[src/rtl/id_exe_skid_buffer.sv]
// rtl/id_exe_skid_buffer.sv - two-entry registered skid buffer between ID and EXE
module id_exe_skid_buffer #(
  parameter int DATA_W = 150
) (
  input  logic              clk,
  input  logic              rst,
  input  logic              flush,
  input  logic              in_valid,
  input  logic [DATA_W-1:0] in_data,
  output logic              in_ready,
  output logic              out_valid,
  output logic [DATA_W-1:0] out_data,
  input  logic              out_ready,
  output logic [1:0]        count
);

  // Occupancy doubles as the FSM state so count is a direct register output.
  typedef enum logic [1:0] {
    EMPTY = 2'd0,
    ONE   = 2'd1,
    FULL  = 2'd2
  } state_t;

  state_t            state_q, state_d;
  logic [DATA_W-1:0] main_q, main_d;
  logic [DATA_W-1:0] skid_q, skid_d;
  logic              out_valid_q, out_valid_d;
  logic              in_ready_q, in_ready_d;

  logic in_fire;
  logic out_fire;

  assign in_fire  = in_valid & in_ready_q;
  assign out_fire = out_valid_q & out_ready;

  // Next-state and entry movement; flush overrides any transfer this cycle.
  always_comb begin
    state_d = state_q;
    main_d  = main_q;
    skid_d  = skid_q;

    if (flush) begin
      state_d = EMPTY;
      main_d  = '0;
      skid_d  = '0;
    end else begin
      case (state_q)
        EMPTY: begin
          if (in_fire) begin
            main_d  = in_data;
            state_d = ONE;
          end
        end
        ONE: begin
          if (in_fire && out_fire) begin
            main_d = in_data;
          end else if (in_fire) begin
            skid_d  = in_data;
            state_d = FULL;
          end else if (out_fire) begin
            main_d  = '0;
            state_d = EMPTY;
          end
        end
        FULL: begin
          // in_ready is low here, so only the drain side can move.
          if (out_fire) begin
            main_d  = skid_q;
            skid_d  = '0;
            state_d = ONE;
          end
        end
        default: begin
          state_d = EMPTY;
          main_d  = '0;
          skid_d  = '0;
        end
      endcase
    end

    // Handshake flags come from the next count so both stay pure flop outputs.
    out_valid_d = (state_d != EMPTY);
    in_ready_d  = (state_d != FULL);
  end

  // State registers with asynchronous clear of both entries.
  always_ff @(posedge clk or posedge rst) begin
    if (rst) begin
      state_q     <= EMPTY;
      main_q      <= '0;
      skid_q      <= '0;
      out_valid_q <= 1'b0;
      in_ready_q  <= 1'b1;
    end else begin
      state_q     <= state_d;
      main_q      <= main_d;
      skid_q      <= skid_d;
      out_valid_q <= out_valid_d;
      in_ready_q  <= in_ready_d;
    end
  end

  assign in_ready  = in_ready_q;
  assign out_valid = out_valid_q;
  assign out_data  = main_q;
  assign count     = state_q;

endmodule

[config.mk]
export PLATFORM = sky130hd
export DESIGN_NAME = id_exe_skid_buffer
export DESIGN_NICKNAME = d
export VERILOG_FILES = /design/src/rtl/id_exe_skid_buffer.sv
export SDC_FILE = /design/constraint.sdc
export NUM_CORES = 1
export LEC_CHECK = 0
export CORE_AREA = 3 3 169 171
export DETAILED_ROUTE_END_ITERATION = 16
export DIE_AREA = 0 0 172 174
export PLACE_DENSITY = 0.8
export SLEW_MARGIN = 20
export SYNTH_ARGS = -nofsm -noshare
export SYNTH_HDL_FRONTEND = slang
export SYNTH_SLANG_ARGS = --single-unit
[constraint.sdc]
create_clock -name clk -period 13.45 [get_ports clk]
set_clock_uncertainty 0.15 [all_clocks]
set_input_delay 2.0175 -clock clk [delete_from_list [all_inputs] [get_ports clk]]
set_output_delay 2.0175 -clock clk [all_outputs]
set_load 0.02 [all_outputs]
== Yosys cells after proc, flatten, opt, wreduce, memory -nomap -nowiden ==
Cells that the tools add are included.
Operators by class
  add/sub/neg operators: 0
  multipliers: 0
  div/mod/pow operators: 0
  magnitude comparators: 0
  equal/unequal tests: 10
  shifts and indexed selects: 0
  multiplexer cells: 17
  bitwise gates (word level): 2
  reduce and logical (&&, ||, !) cells: 5
Operators by type and width (number)
  two-way mux 150 bit: 8
  one-hot mux 150 bit (3 select lines): 2
  two-way mux 2 bit: 6
  != test 3 bit (second input constant): 4
  != test 4 bit (second input constant): 2
  AND reduction 4 bit: 2
  one-hot mux 2 bit (3 select lines): 1
  != test 2 bit (second input constant): 2
  bitwise AND 1 bit: 2
  == test 2 x 1 -> 1 bit (second input constant): 1
  == test 2 bit (second input constant): 1
  zero test 2 bit: 1
  nonzero test 2 bit: 1
  logical AND 1 bit: 1
Word-level totals
  register bits after elaboration: 304
  latch bits: 0
  bits in writable memories: 0
  bits in read-only memories: 0
  input port bits: 155
  output and inout port bits: 154
  memories kept: 0

== Logic depth before layout (Yosys ltp) ==
Gate-level depths: netlist of run 1.
  word-level depth: 7
  gate-level depth with buffers: 6
  mapped depth without buffers: 4

== Worst setup path before layout of run 1 ==
No wires, ideal clock.
  path type: input-to-reg
  from: input port flush
  to: register main_q[0] (netlist: out_data[0])
  setup time: 66 ps
  arrival time: 3193 ps
  data required time: 13234 ps
  slack: 10041 ps
  cell stages on the path: 6
  buffers on the path: 3
  cell sequence: clkbuf_1 > or3_1 > o31ai_2 > buf_4 > buf_2 > a22o_1
On the way
  word-level cells in the longest chain between the ends: 2
  elaborated cells between the ends (all ways): 6
  classes of those cells: eq/ne: 4; mux: 1; reduce/logical: 1
RTL lines
  start, declared: line 7  | input logic flush,
  != test 4 bit (no source line) / != test 3 bit (equally long branches)
  AND reduction 4 bit (no source line)
  end signal, assigned: line 96  | main_q <= main_d;
  end, declared: line 25  | logic [DATA_W-1:0] main_q, main_d;
Several ways; a longest one is shown, not always the timed one.
A chain may end at the register's enable or synchronous reset.

== Worst setup path after layout of run 1 ==
  from: input port out_ready
  to: register main_q[51] (netlist: out_data[51])
On the way
  word-level cells in the longest chain between the ends: 5
  elaborated cells between the ends (all ways): 9
  classes of those cells: eq/ne: 3; mux: 3; bitwise: 1; reduce/logical: 2
RTL lines
  start, declared: line 13  | input logic out_ready,
  bitwise AND 1 bit (*): line 34  | assign out_fire = out_valid_q & out_ready;
  logical AND 1 bit: line 55  | if (in_fire && out_fire) begin
  two-way mux 150 bit: line 55
  one-hot mux 150 bit (3 select lines): line 47  | case (state_q)
  two-way mux 150 bit: line 42  | if (flush) begin
Every way passes the cells marked *; elsewhere a longest branch is shown, timed or not.

==> out/summary.txt, run 1 <==
Worst skew pair latency = 0.49 ns
Distinct cells, synth = 29
Slew Viols, Final = 0
Element type at the critical path end = flop
Critical Path AT = 4.78 ns
CP Launch Type = input port
Worst hold path depth = 1
Hold-fix buffers, CTS = 0
Largest net degree at the start of global routing = 119
Vias in the first global route = 10889
Syn_area_per_cell = 13.1 um^2
I/O Buffers = 308
Mux contribution to synthesized area = 0.108
R2r setup slk = 9.86 ns
Critical setup path kind = in -> reg
Clock tree from TritonCTS = yes
H-tree levels = 2
HPWL after detailed placement = 22300 um
Most numerous cell in the Yosys netlist = dfrtp_1
GRT met2 Usage = 0.381
Most Crowded Layer GR = met2
Min Clock Period, post-route = 4.50 ns
Maximum VDD drop = 0.0000719 V
Met1 GRT Util = 0.349
Leak = 7.58 nW
Cells after Synth = 1049
# IOs = 309
Max frequency = 222 MHz
WL final = 38300 um
Clock Pin Slew Worst Setup and Hold Paths = 0.06 ns
Top post-synthesis cells by area = dfrtp_1 55%, a22o_1 19%, mux2i_1 11%, o2bb2ai_1 9.5%, buf_2 2.3%
Mapped cell area = 0.0138 mm^2
Compound-gate portion of the synthesized area = 0.291
Commonest cells in the netlist = 303 x dfrtp_1, 300 x a22o_1, 150 x o2bb2ai_1, 149 x mux2i_1, 62 x buf_2
Die area = 0.0299 mm^2
Initial antenna violation count = 5
Main synth FF type = dfrtp_1
FF-to-FF End = out_data[51]$_DFFE_PP0P_
Nets@finish = 1453
Main combinational cell family by area after synthesis = compound AO/OA/AOI/OAI gates
Vias per cell = 6.39
Post-cts sizing count = 0
Pwr per Cell Area = 131 mW/mm^2
Outcome = finished, final reports clean
Fin crit share = 0.335
Starting density of the core = 0.510
Post-synth EDFFs = 0
Max Root-Sink Buffers = 3
WHS Endpoint = out_data[31]$_DFFE_PP0P_
Adder-Cell Fraction of Synth Area = 0
Area grow syn2layout = 30.7%
Post-synth top area share = 0.550
FILL cells = 2017
DRC = 0
Seq/Total Area, Yosys = 0.552
First-pass iteration count of the detailed router = 5
Final setup violation count = 0
Synth Area in XOR/XNOR = 0.000635
CTS buffer count = 34
Hold path startpoint = out_data[31]$_DFFE_PP0P_
Setup TNS = 0 ns
First DRT Iteration DRCs = 764
Req. time, crit path = 13.72 ns
Row cnt = 60
Leading area contributor after synthesis = dfrtp_1
Die height = 174 um
Total track usage = 0.246
Post-CTS setup buffers = 0
Share of post-route cells with drive strength above 1 = 0.0605
Residual overflow from global routing = 0
Global-route wire length before repair = 60500 um
Clk sink count = 304
Worst hold path type = reg -> reg
Final hold vios = 0
Chip Width = 172 um
Met3 usage in global routing = 0.0612
Async S/R FF share, synth = 1.00
Simple-gate share of the synthesized area = 0.00771
Routed len/inst = 23.0 um
Gp weighted congestion = 0.781
RR Startpoint = count[0]$_DFF_PP0_
Ys Warns = 0
Post-Syn Nets = 1204
Max-cap violations = 0
Antenna viol nets, final = 0
#FFs+latches synth = 304
Via Count = 10632
Worst r2r path cells = 5
Root buffer selected by CTS = clkbuf_16
Slew headroom = 0.291
CP Max Fanout = 70
RSZ-0062 raised after global routing = false
WHS = 0.353 ns
Placeable Area = 0.0270 mm^2
Slew @ Worst Pin = 1.06 ns
-- metal layers --
metal,vias up,part of all wire
met3,56,0.074
met1,5539,0.44
met2,350,0.46
li1,4681,-
met5,-,0.0010
met4,6,0.021
-- flip-flops by register name, indices dropped and copies added (netlist names) --
register	count
out_data	150
skid_q	150
in_ready	1
out_valid	1
count	2
-- worst max-delay path by stage --
stage                          from                        to  slack (ns)  cells after the start
final                     out_ready  out_data[51]$_DFFE_PP0P_        8.95                      5
after global routing            rst    skid_q[32]$_DFFE_PP0P_        8.75                      4
after CTS                 out_ready  out_data[47]$_DFFE_PP0P_        9.00                      5
after detailed placement  out_ready  out_data[52]$_DFFE_PP0P_        8.49                      5
after global placement          rst  out_data[39]$_DFFE_PP0P_        8.52                      4
after floorplan                 rst        count[0]$_DFF_PP0_        2.88                      1
-- cell type report --
type                       count  area [um^2]  share of cell area
sequential                   304         7620               0.423
multi-input combinational    628         5670               0.315
timing repair buffer         327         3230               0.179
clock buffer                  52         1010              0.0560
tap                          341          427              0.0237
clock inverter                 8         43.8             0.00243
inverter                       3         18.8             0.00104
antenna                        2         5.00            0.000278
-- cells by family after synthesis --
group	count (synthesis)
buffers and inverters	117
XOR/XNOR	1
flip-flops	304
AND/OR/NAND/NOR	17
AO/OA/AOI/OAI	461
multiplexers	149
-- power by group --
part | total, W | leakage [nW] | internal, W | switching (W)
Sequential | 0.00102 | 4.16 | 0.000978 | 0.0000414
Clock | 0.000876 | 0.525 | 0.000518 | 0.000358
Combinational | 0.000471 | 2.90 | 0.000209 | 0.000262
Total | 0.00237 | 7.58 | 0.00170 | 0.000661
-- critical path: stages --
cell	delay, ns
clkdlybuf4s50_1	0.47
nand2_1	0.24
o31ai_4	0.95
buf_4	0.79
a22o_1	0.24
-- metrics by stage --
step,setup slack (ns),util,area (um^2),instances,total power (W)
after floorplan,2.88,-,13800,1049,0.00129
after global placement,8.52,0.627,17000,1603,0.00150
after detailed placement,8.49,0.627,17000,1603,0.00151
after CTS,9.00,0.666,18000,1663,0.00239
after global routing,8.75,0.667,18000,1665,0.00246
final,8.95,0.667,18000,1665,0.00237
-- cell usage in the layout, fill, tap and decap left out, drive strengths merged --
master / netlist / layout
clkinv: 0 / 7
mux2i: 149 / 149
o22ai: 1 / 1
a2bb2oi: 1 / 1
o31ai: 1 / 1
a21o: 1 / 1
a22o: 300 / 300
a211o: 1 / 1
dfstp: 1 / 1
clkdlybuf4s50: 0 / 308
nand2b: 2 / 2
a31oi: 1 / 1
nand3b: 1 / 1
nand4b: 1 / 1
nor2: 5 / 5
nand2: 5 / 5
o2bb2ai: 150 / 150
buf: 72 / 19
diode: 0 / 2
nor3: 1 / 1
inv: 3 / 4
dfrtp: 303 / 303
xnor2: 1 / 1
and2: 1 / 1
a21oi: 4 / 4
o21bai: 1 / 1
clkbuf: 42 / 52
or3: 1 / 1
No activity file was read; power rests on OpenSTA's default activity.
==> run 2: changes to the inputs <==
==> constraint.sdc (replaced) <==
create_clock -name clk -period 4.2 [get_ports clk]
set_clock_uncertainty 0.15 [all_clocks]
set_input_delay 0.63 -clock clk [delete_from_list [all_inputs] [get_ports clk]]
set_output_delay 0.63 -clock clk [all_outputs]
set_load 0.02 [all_outputs]
==> run 2 against run 1 <==
First-iteration DRC count rose by 25%. Global-route usage rose by 0.88 points. Largest cell class unchanged. Highest routed layer unchanged. Largest power group unchanged. Core utilization rose by 0.82 points.
==> out/summary.txt, run 2 (synthesized netlist as in run 1, its figures left out) <==
FILL cells = 1981
Slew headroom = 0.323
Gp weighted congestion = 0.782
RSZ-0062 raised after global routing = false
Critical Path AT = 2.01 ns
CP Max Fanout = 31
Final setup violation count = 0
Hold-fix buffers, CTS = 0
CP bufs+invs = 1
Clock tree from TritonCTS = yes
Top delay family on crit path = flip-flops
Chip Width = 172 um
Req. time, crit path = 3.42 ns
Int Pwr = 0.00558 W
Max Root-Sink Buffers = 3
Leak = 7.66 nW
Most frequent cells in the layout = 308 x clkdlybuf4s50_1, 301 x dfrtp_1, 300 x a22o_1
Placeable Area = 0.0270 mm^2
CP Launch Type = flop
Worst skew pair latency = 0.50 ns
Setup slack after layout = 1.41 ns
Row cnt = 60
H-tree levels = 2
Element type at the critical path end = output port
Max-cap violations = 0
Vias in the first global route = 10988
Switch Pwr = 0.00218 W
Initial antenna violation count = 2
Vias per cell = 6.42
Largest net degree at the start of global routing = 151
Comb power frac = 0.196
Via Count = 10696
Clk pwr share = 0.381
Starting density of the core = 0.510
Routed len/inst = 23.6 um
Residual overflow from global routing = 0
Share of post-route cells with drive strength above 1 = 0.0657
HPWL after detailed placement = 23100 um
Total Power = 0.00776 W
First-pass iteration count of the detailed router = 5
Worst hold path type = reg -> reg
WL final = 39400 um
Area grow syn2layout = 32.3%
Die area = 0.0299 mm^2
Most common cell after layout, fill and taps aside = clkdlybuf4s50_1
Post-cts sizing count = 0
Slew @ Worst Pin = 1.01 ns
First DRT Iteration DRCs = 955
Sequence of cells on the critical path = clkdlybuf4s50_1
Antenna viol nets, final = 0
Worst hold path depth = 1
Min Clock Period, post-route = 2.79 ns
DRC = 0
Final hold vios = 0
Total track usage = 0.255
Switching share of power = 0.281
Critical setup path kind = reg -> out
Max incr delay on CP = 0.76 ns
Worst slack, placed = 1.18 ns
Fin crit share = 0.665
Outcome = finished, final reports clean
Die height = 174 um
WHS = 0.353 ns
CP max-delay cell = dfrtp_4
Max frequency = 358 MHz
Clk sink count = 304
Sequential cell fraction of total power = 0.423
Global-route wire length before repair = 62400 um
Slew Viols, Final = 0
CTS buffer count = 34
Post-CTS setup buffers = 0
Clock Pin Slew Worst Setup and Hold Paths = 0.06 ns
Pwr per Cell Area = 425 mW/mm^2
# IOs = 309
Root buffer selected by CTS = clkbuf_16
Levels on crit path = 1
Worst r2r path cells = 5
I/O Buffers = 308
Maximum VDD drop = 0.000312 V
Nets@finish = 1456
-- run 2: cell type report --
| class | count | area, um^2 | area share |
|---|---|---|---|
| Antenna cell | 1 | 2.50 | 0.000137 |
| Clock buffer | 50 | 1030 | 0.0566 |
| Clock inverter | 9 | 76.3 | 0.00419 |
| Inverter | 3 | 15.0 | 0.000823 |
| Multi-Input combinational cell | 628 | 5670 | 0.311 |
| Sequential cell | 304 | 7620 | 0.418 |
| Tap cell | 341 | 427 | 0.0234 |
| Timing Repair Buffer | 330 | 3400 | 0.186 |
-- run 2: worst paths after layout --
path,to,from,slack (ns)
worst max-delay path,count[1],count[1]$_DFF_PP0_,1.41
worst min-delay path,out_data[42]$_DFFE_PP0P_,out_data[42]$_DFFE_PP0P_,0.35
worst max register to register,out_data[140]$_DFFE_PP0P_,count[1]$_DFF_PP0_,1.55
worst min register to register,out_data[42]$_DFFE_PP0P_,out_data[42]$_DFFE_PP0P_,0.35
max in group asynchronous,out_data[110]$_DFFE_PP0P_,rst,2.36
min in group asynchronous,skid_q[114]$_DFFE_PP0P_,rst,0.57
-- run 2: power groups by stage --
stage | clock network, W | logic, W | registers [W]
global route | 0.00311 | 0.00163 | 0.00330
floorplan | 0 | 0.000685 | 0.00346
detailed placement | 0 | 0.00152 | 0.00332
finish | 0.00295 | 0.00152 | 0.00328
global placement | 0 | 0.00149 | 0.00332
CTS | 0.00300 | 0.00153 | 0.00328
-- run 2: routing by layer --
layer,part of all wire,vias up,GRT usage,wire length [um]
li1,-,4690,-,-
met1,0.43,5516,0.363,16900
met2,0.47,426,0.399,18500
met3,0.081,60,0.0650,3180
met4,0.017,4,0.0516,674
met5,0.00069,-,0,27
-- run 2: per-stage QoR --
step | setup TNS (ns) | std cells | instance area [um^2] | util
global placement | 0 | 1606 | 17100 | 0.634
detailed placement | 0 | 1606 | 17100 | 0.634
finish | 0 | 1666 | 18200 | 0.675
global route | 0 | 1665 | 18200 | 0.675
CTS | 0 | 1665 | 18200 | 0.675
floorplan | -188.52 | 1049 | 13800 | -
